[src/rtl/sram_burst_ctrl.sv]
// sram_burst_ctrl
//   Initiator-side sequencer for a single-port cache SRAM macro. Accepts burst
//   read/write requests of 1..MAX_BURST consecutive rows and drives the SRAM
//   one row per cycle. Write beats arrive on a valid/ready stream; read beats
//   leave through a one-entry registered, backpressured valid/ready stream.
//
// Ports
//   CLK, nRST                       clock (rising edge), async active-low reset
//   req_valid/req_ready             request handshake (ready only in IDLE)
//   req_write, req_addr, req_len    burst direction, first row, row count
//   wdata, wdata_valid/wdata_ready  write beat stream
//   rdata, rdata_valid/rdata_ready  read beat stream (rdata registered)
//   done                            one-cycle pulse when a burst completes
//   sram_REN/WEN/SEL/wVal/rVal      SRAM macro port
//
// state | meaning
// ------+-------------------------------------------------------------
// IDLE  | waiting for a request; req_ready high
// WRITE | one SRAM write per accepted write beat
// READ  | one SRAM read per cycle whenever the output register can take it
// DRAIN | all rows read; waiting for the last beat to be taken
// DONE  | done pulse; forces an idle gap before the next request

module sram_burst_ctrl #(
    parameter int SRAM_WR_SIZE = 128,
    parameter int SRAM_HEIGHT  = 128,
    parameter int MAX_BURST    = 8,
    localparam int AW = $clog2(SRAM_HEIGHT),
    localparam int LW = $clog2(MAX_BURST) + 1
) (
    input  logic                    CLK,
    input  logic                    nRST,
    input  logic                    req_valid,
    output logic                    req_ready,
    input  logic                    req_write,
    input  logic [AW-1:0]           req_addr,
    input  logic [LW-1:0]           req_len,
    input  logic [SRAM_WR_SIZE-1:0] wdata,
    input  logic                    wdata_valid,
    output logic                    wdata_ready,
    output logic [SRAM_WR_SIZE-1:0] rdata,
    output logic                    rdata_valid,
    input  logic                    rdata_ready,
    output logic                    done,
    output logic                    sram_REN,
    output logic                    sram_WEN,
    output logic [AW:0]             sram_SEL,
    output logic [SRAM_WR_SIZE-1:0] sram_wVal,
    input  logic [SRAM_WR_SIZE-1:0] sram_rVal
);

    localparam logic [2:0] S_IDLE  = 3'd0;
    localparam logic [2:0] S_WRITE = 3'd1;
    localparam logic [2:0] S_READ  = 3'd2;
    localparam logic [2:0] S_DRAIN = 3'd3;
    localparam logic [2:0] S_DONE  = 3'd4;

    localparam logic [LW-1:0] LEN_MAX = LW'(MAX_BURST);

    logic [2:0]    state;
    logic [AW-1:0] addr;
    logic [LW-1:0] remaining;
    logic [LW-1:0] len_clamped;
    logic          issue;

    assign len_clamped = (req_len > LEN_MAX) ? LEN_MAX : req_len;

    // A read is issued only when the output register is empty or being
    // emptied this cycle, so a stalled beat is never overwritten.
    assign issue = (state == S_READ) && (!rdata_valid || rdata_ready);

    assign req_ready   = (state == S_IDLE);
    assign wdata_ready = (state == S_WRITE);
    assign done        = (state == S_DONE);
    assign sram_WEN    = (state == S_WRITE) && wdata_valid;
    assign sram_REN    = issue;
    assign sram_SEL    = {1'b0, addr};
    assign sram_wVal   = wdata;

    always_ff @(posedge CLK or negedge nRST) begin
        if (!nRST) begin
            state       <= S_IDLE;
            addr        <= '0;
            remaining   <= '0;
            rdata       <= '0;
            rdata_valid <= 1'b0;
        end else begin
            case (state)
                S_IDLE: begin
                    if (req_valid) begin
                        addr      <= req_addr;
                        remaining <= len_clamped;
                        if (len_clamped == '0)
                            state <= S_DONE;
                        else if (req_write)
                            state <= S_WRITE;
                        else
                            state <= S_READ;
                    end
                end
                S_WRITE: begin
                    if (wdata_valid) begin
                        addr      <= addr + AW'(1);
                        remaining <= remaining - LW'(1);
                        if (remaining == LW'(1))
                            state <= S_DONE;
                    end
                end
                S_READ: begin
                    // Without an issue the register must be holding a stalled
                    // beat, so there is no handoff-only case to handle here.
                    if (issue) begin
                        rdata       <= sram_rVal;
                        rdata_valid <= 1'b1;
                        addr        <= addr + AW'(1);
                        remaining   <= remaining - LW'(1);
                        if (remaining == LW'(1))
                            state <= S_DRAIN;
                    end
                end
                S_DRAIN: begin
                    if (!rdata_valid || rdata_ready) begin
                        rdata_valid <= 1'b0;
                        state       <= S_DONE;
                    end
                end
                S_DONE: begin
                    state <= S_IDLE;
                end
                default: begin
                    state <= S_IDLE;
                end
            endcase
        end
    end

endmodule

[config.mk]
export PLATFORM = sky130hd
export DESIGN_NAME = sram_burst_ctrl
export DESIGN_NICKNAME = d
export VERILOG_FILES = /design/src/rtl/sram_burst_ctrl.sv
export SDC_FILE = /design/constraint.sdc
export NUM_CORES = 1
export LEC_CHECK = 0
export CORE_AREA = 2 2 211 213
export DETAILED_ROUTE_END_ITERATION = 10
export DIE_AREA = 0 0 213 215
export PLACE_DENSITY = 0.5
export REMOVE_ABC_BUFFERS = 1
export SLEW_MARGIN = 20
export SYNTH_ARGS = -nofsm -noshare
export SYNTH_HDL_FRONTEND = slang
export SYNTH_SLANG_ARGS = --single-unit
[constraint.sdc]
create_clock -name CLK -period 3.6 [get_ports CLK]
set_input_delay 1.08 -clock CLK [delete_from_list [all_inputs] [get_ports CLK]]
set_output_delay 1.08 -clock CLK [all_outputs]
set_load 0.02 [all_outputs]
==> flow_metrics.env <==
export IMPL_status="complete, no violations"
export IMPL_first_iter_violations=239
export IMPL_cts_htree_levels=4
export IMPL_insertion_delay_ns=0.47
export IMPL_yosys_warnings=0
export IMPL_cp_startpoint="wdata_valid"
export IMPL_cp_arrival_ns=2.41
export IMPL_hold_buffers=0
export IMPL_synth_edf_count=0
export IMPL_finalSetupViolCount=0
export IMPL_routed_wl_mm=43.6
export IMPL_p_leak_nw=3.83
export IMPL_period_minus_slack_ns=3.49
export IMPL_antenna_found_initial=0
export IMPL_crit_required_ns=2.52
export IMPL_wl_per_cell_um=34.1
export IMPL_final_nets=949
export IMPL_worst_pin_slew_ns=0.915
export IMPL_clkTransAtPathRegs_ns=0.06
export IMPL_max_freq_ghz=0.287
export IMPL_numCtsBuffers=17
export IMPL_dieArea_um2=45800
export IMPL_cts_sinks=143
export IMPL_whs_endpoint="rdata[66]"
export IMPL_grt_max_degree=144
export IMPL_slew_violations=0
export IMPL_fin_worst_skew_ns=0.00631
export IMPL_initial_utilization_pct=15.5
export IMPL_grt_pass1_wl_mm=53.8
export IMPL_grt_pass1_vias=4892
export IMPL_pin_count=543
export IMPL_die_height_um=215
export IMPL_syn_avg_cell_area_um2=13.2
export IMPL_cts_root_buffer="clkbuf_16"
export IMPL_p_total_mw=9.51
export IMPL_firstDrtPassIters=4
export IMPL_syn_area_um2=6760
export IMPL_drive_above_1_share_pct=23.8
export IMPL_postCtsSetupRepairBufs=0
export IMPL_reg2reg_from="state[0]"
export IMPL_via_per_inst=3.76
export IMPL_syn_inst=512
export IMPL_synthTopCellsByArea="dfrtp_1, mux2_2, buf_4, buf_6, mux2_1"
export IMPL_post_dp_hpwl_mm=37.5
export IMPL_grt_util_all_layers_pct=19.0
export IMPL_synth_commonest_cells="dfrtp_1, buf_4, mux2_2, buf_6, mux2_1"
export IMPL_diodes=0
export IMPL_grt_overflow=0
export IMPL_crit_type="in -> out"
export IMPL_reg2reg_to="rdata[47]"
export IMPL_maxCapViolCount=0
export IMPL_rsz0062_at_grt="false"
export IMPL_p_per_area_nw_per_um2=960
export IMPL_synth_seq_cells=143
export IMPL_hold_viol_final=0
export IMPL_dieWidth_um=213
export IMPL_max_slew_margin_rel_pct=39.0
export IMPL_gp_congestion=0.889
export IMPL_worstPathMaxFanout=3
export IMPL_synth_flop_cell="dfrtp_1"
export IMPL_numPortBuffers=285
export IMPL_async_flop_share_pct=100
export IMPL_min_from="rdata[66]"
export IMPL_hold_depth=1
export IMPL_drc=0
export IMPL_hold_ws_ns=0.490
export IMPL_period_share_pct=96.9
export IMPL_area_growth_pct=46.5
export IMPL_coreArea_um2=43600
export IMPL_hp_class="reg -> reg"
export IMPL_rows=77
export IMPL_critPathLaunchType="input port"
export IMPL_yosysTopAreaCell="dfrtp_1"
export IMPL_irDropWorstVdd_mv=0.393
export IMPL_cp_end_kind="output pin"
export IMPL_synth_top_area_share_pct=52.9
export IMPL_post_route_util_pct=22.7
export IMPL_synth_seq_area_share_pct=52.9
export IMPL_tns_ns=0
export IMPL_route_vias_total=4800
export IMPL_yosysMostFrequentCell="dfrtp_1"
export IMPL_reg2reg_slack_ns=1.17
export IMPL_r2r_cells=5
export IMPL_post_cts_resized=0
export IMPL_cts_tree="built"
export IMPL_clk_path_buf_depth=2
export IMPL_postRouteAntennaNets=0
export IMPL_synth_cell_types=41
## worst max path at each step
stage                     to  slack (ns)  cells past startpoint
finish              sram_WEN        0.11                      3
detailed placement  sram_WEN        0.09                      3
floorplan           sram_REN       -4.12                      2
global placement    sram_WEN        0.10                      3
global route        sram_WEN        0.08                      3
CTS                 sram_WEN        0.09                      3
## report_power, final
part | internal [mW] | total (mW) | switching [mW]
logic | 2.55 | 4.81 | 2.26
registers | 2.45 | 2.91 | 0.459
clock network | 0.996 | 1.79 | 0.794
## cell type report
| type | count | area (um2) |
|---|---|---|
| tap | 592 | 741 |
| multi-input combinational | 212 | 2010 |
| sequential | 143 | 3580 |
| clock buffer | 19 | 453 |
| clock inverter | 13 | 129 |
| inverter | 8 | 30.0 |
| timing repair buffer | 291 | 2960 |
| fill | 4687 | 33700 |
## critical path: stages
cell             delay (ns)
clkdlybuf4s50_1        0.54
and2_1                 0.17
clkdlybuf4s50_1        0.61
## registers in the layout (all words and copies together), names as in the netlist
register and cells:
rdata 128, addr 7, remaining 4, state 3, rdata_valid 1
## logic make-up (layout without fill, tap and decap cells)
kind of cell | count (synthesis) | count (layout) | synth area share (%)
AOI/OAI and AO/OA | 27 | 27 | 2.78
adders and majority gates | 3 | 3 | 0.555
muxes | 136 | 136 | 22.5
other | 1 | 1 | 0.0555
and+or+nand+nor | 45 | 45 | 3.74
DFF | 143 | 143 | 52.9
buffers and inverters | 157 | 331 | 17.4
## per-stage QoR
step | instance area (um2) | cells | setup WS, ns
final | 9900 | 1278 | 0.113
after global routing | 9900 | 1278 | 0.0781
after global placement | 9320 | 1246 | 0.102
after CTS | 9900 | 1278 | 0.0874
after detailed placement | 9320 | 1246 | 0.0874
after floorplan | 5610 | 363 | -4.12
## routing by layer
metal  wire [um]  vias up  track usage [%]
met5         424        -             7.22
met4         810        8             5.92
met3       14200       41             29.7
met2       19300      554             28.6
met1        8920     2244             10.3
li1            -     1953                -
## layout by cell type (no fill, tap or decap), drive strengths merged, types with 2 or more instances in the layout
cell	n
clkdlybuf4s50	283
nor3b	6
inv	12
nand3	3
o21ai	2
mux2i	6
a21oi	9
o22a	2
o22ai	4
nor2b	2
nor3	3
clkbuf	19
dfrtp	143
o31a	2
ha	3
nand2b	3
clkinv	6
or4	2
nor4b	2
clkinvlp	2
nor4	2
buf	8
nand2	8
nor2	8
mux2	130
Power figures use the tool's default switching activity.
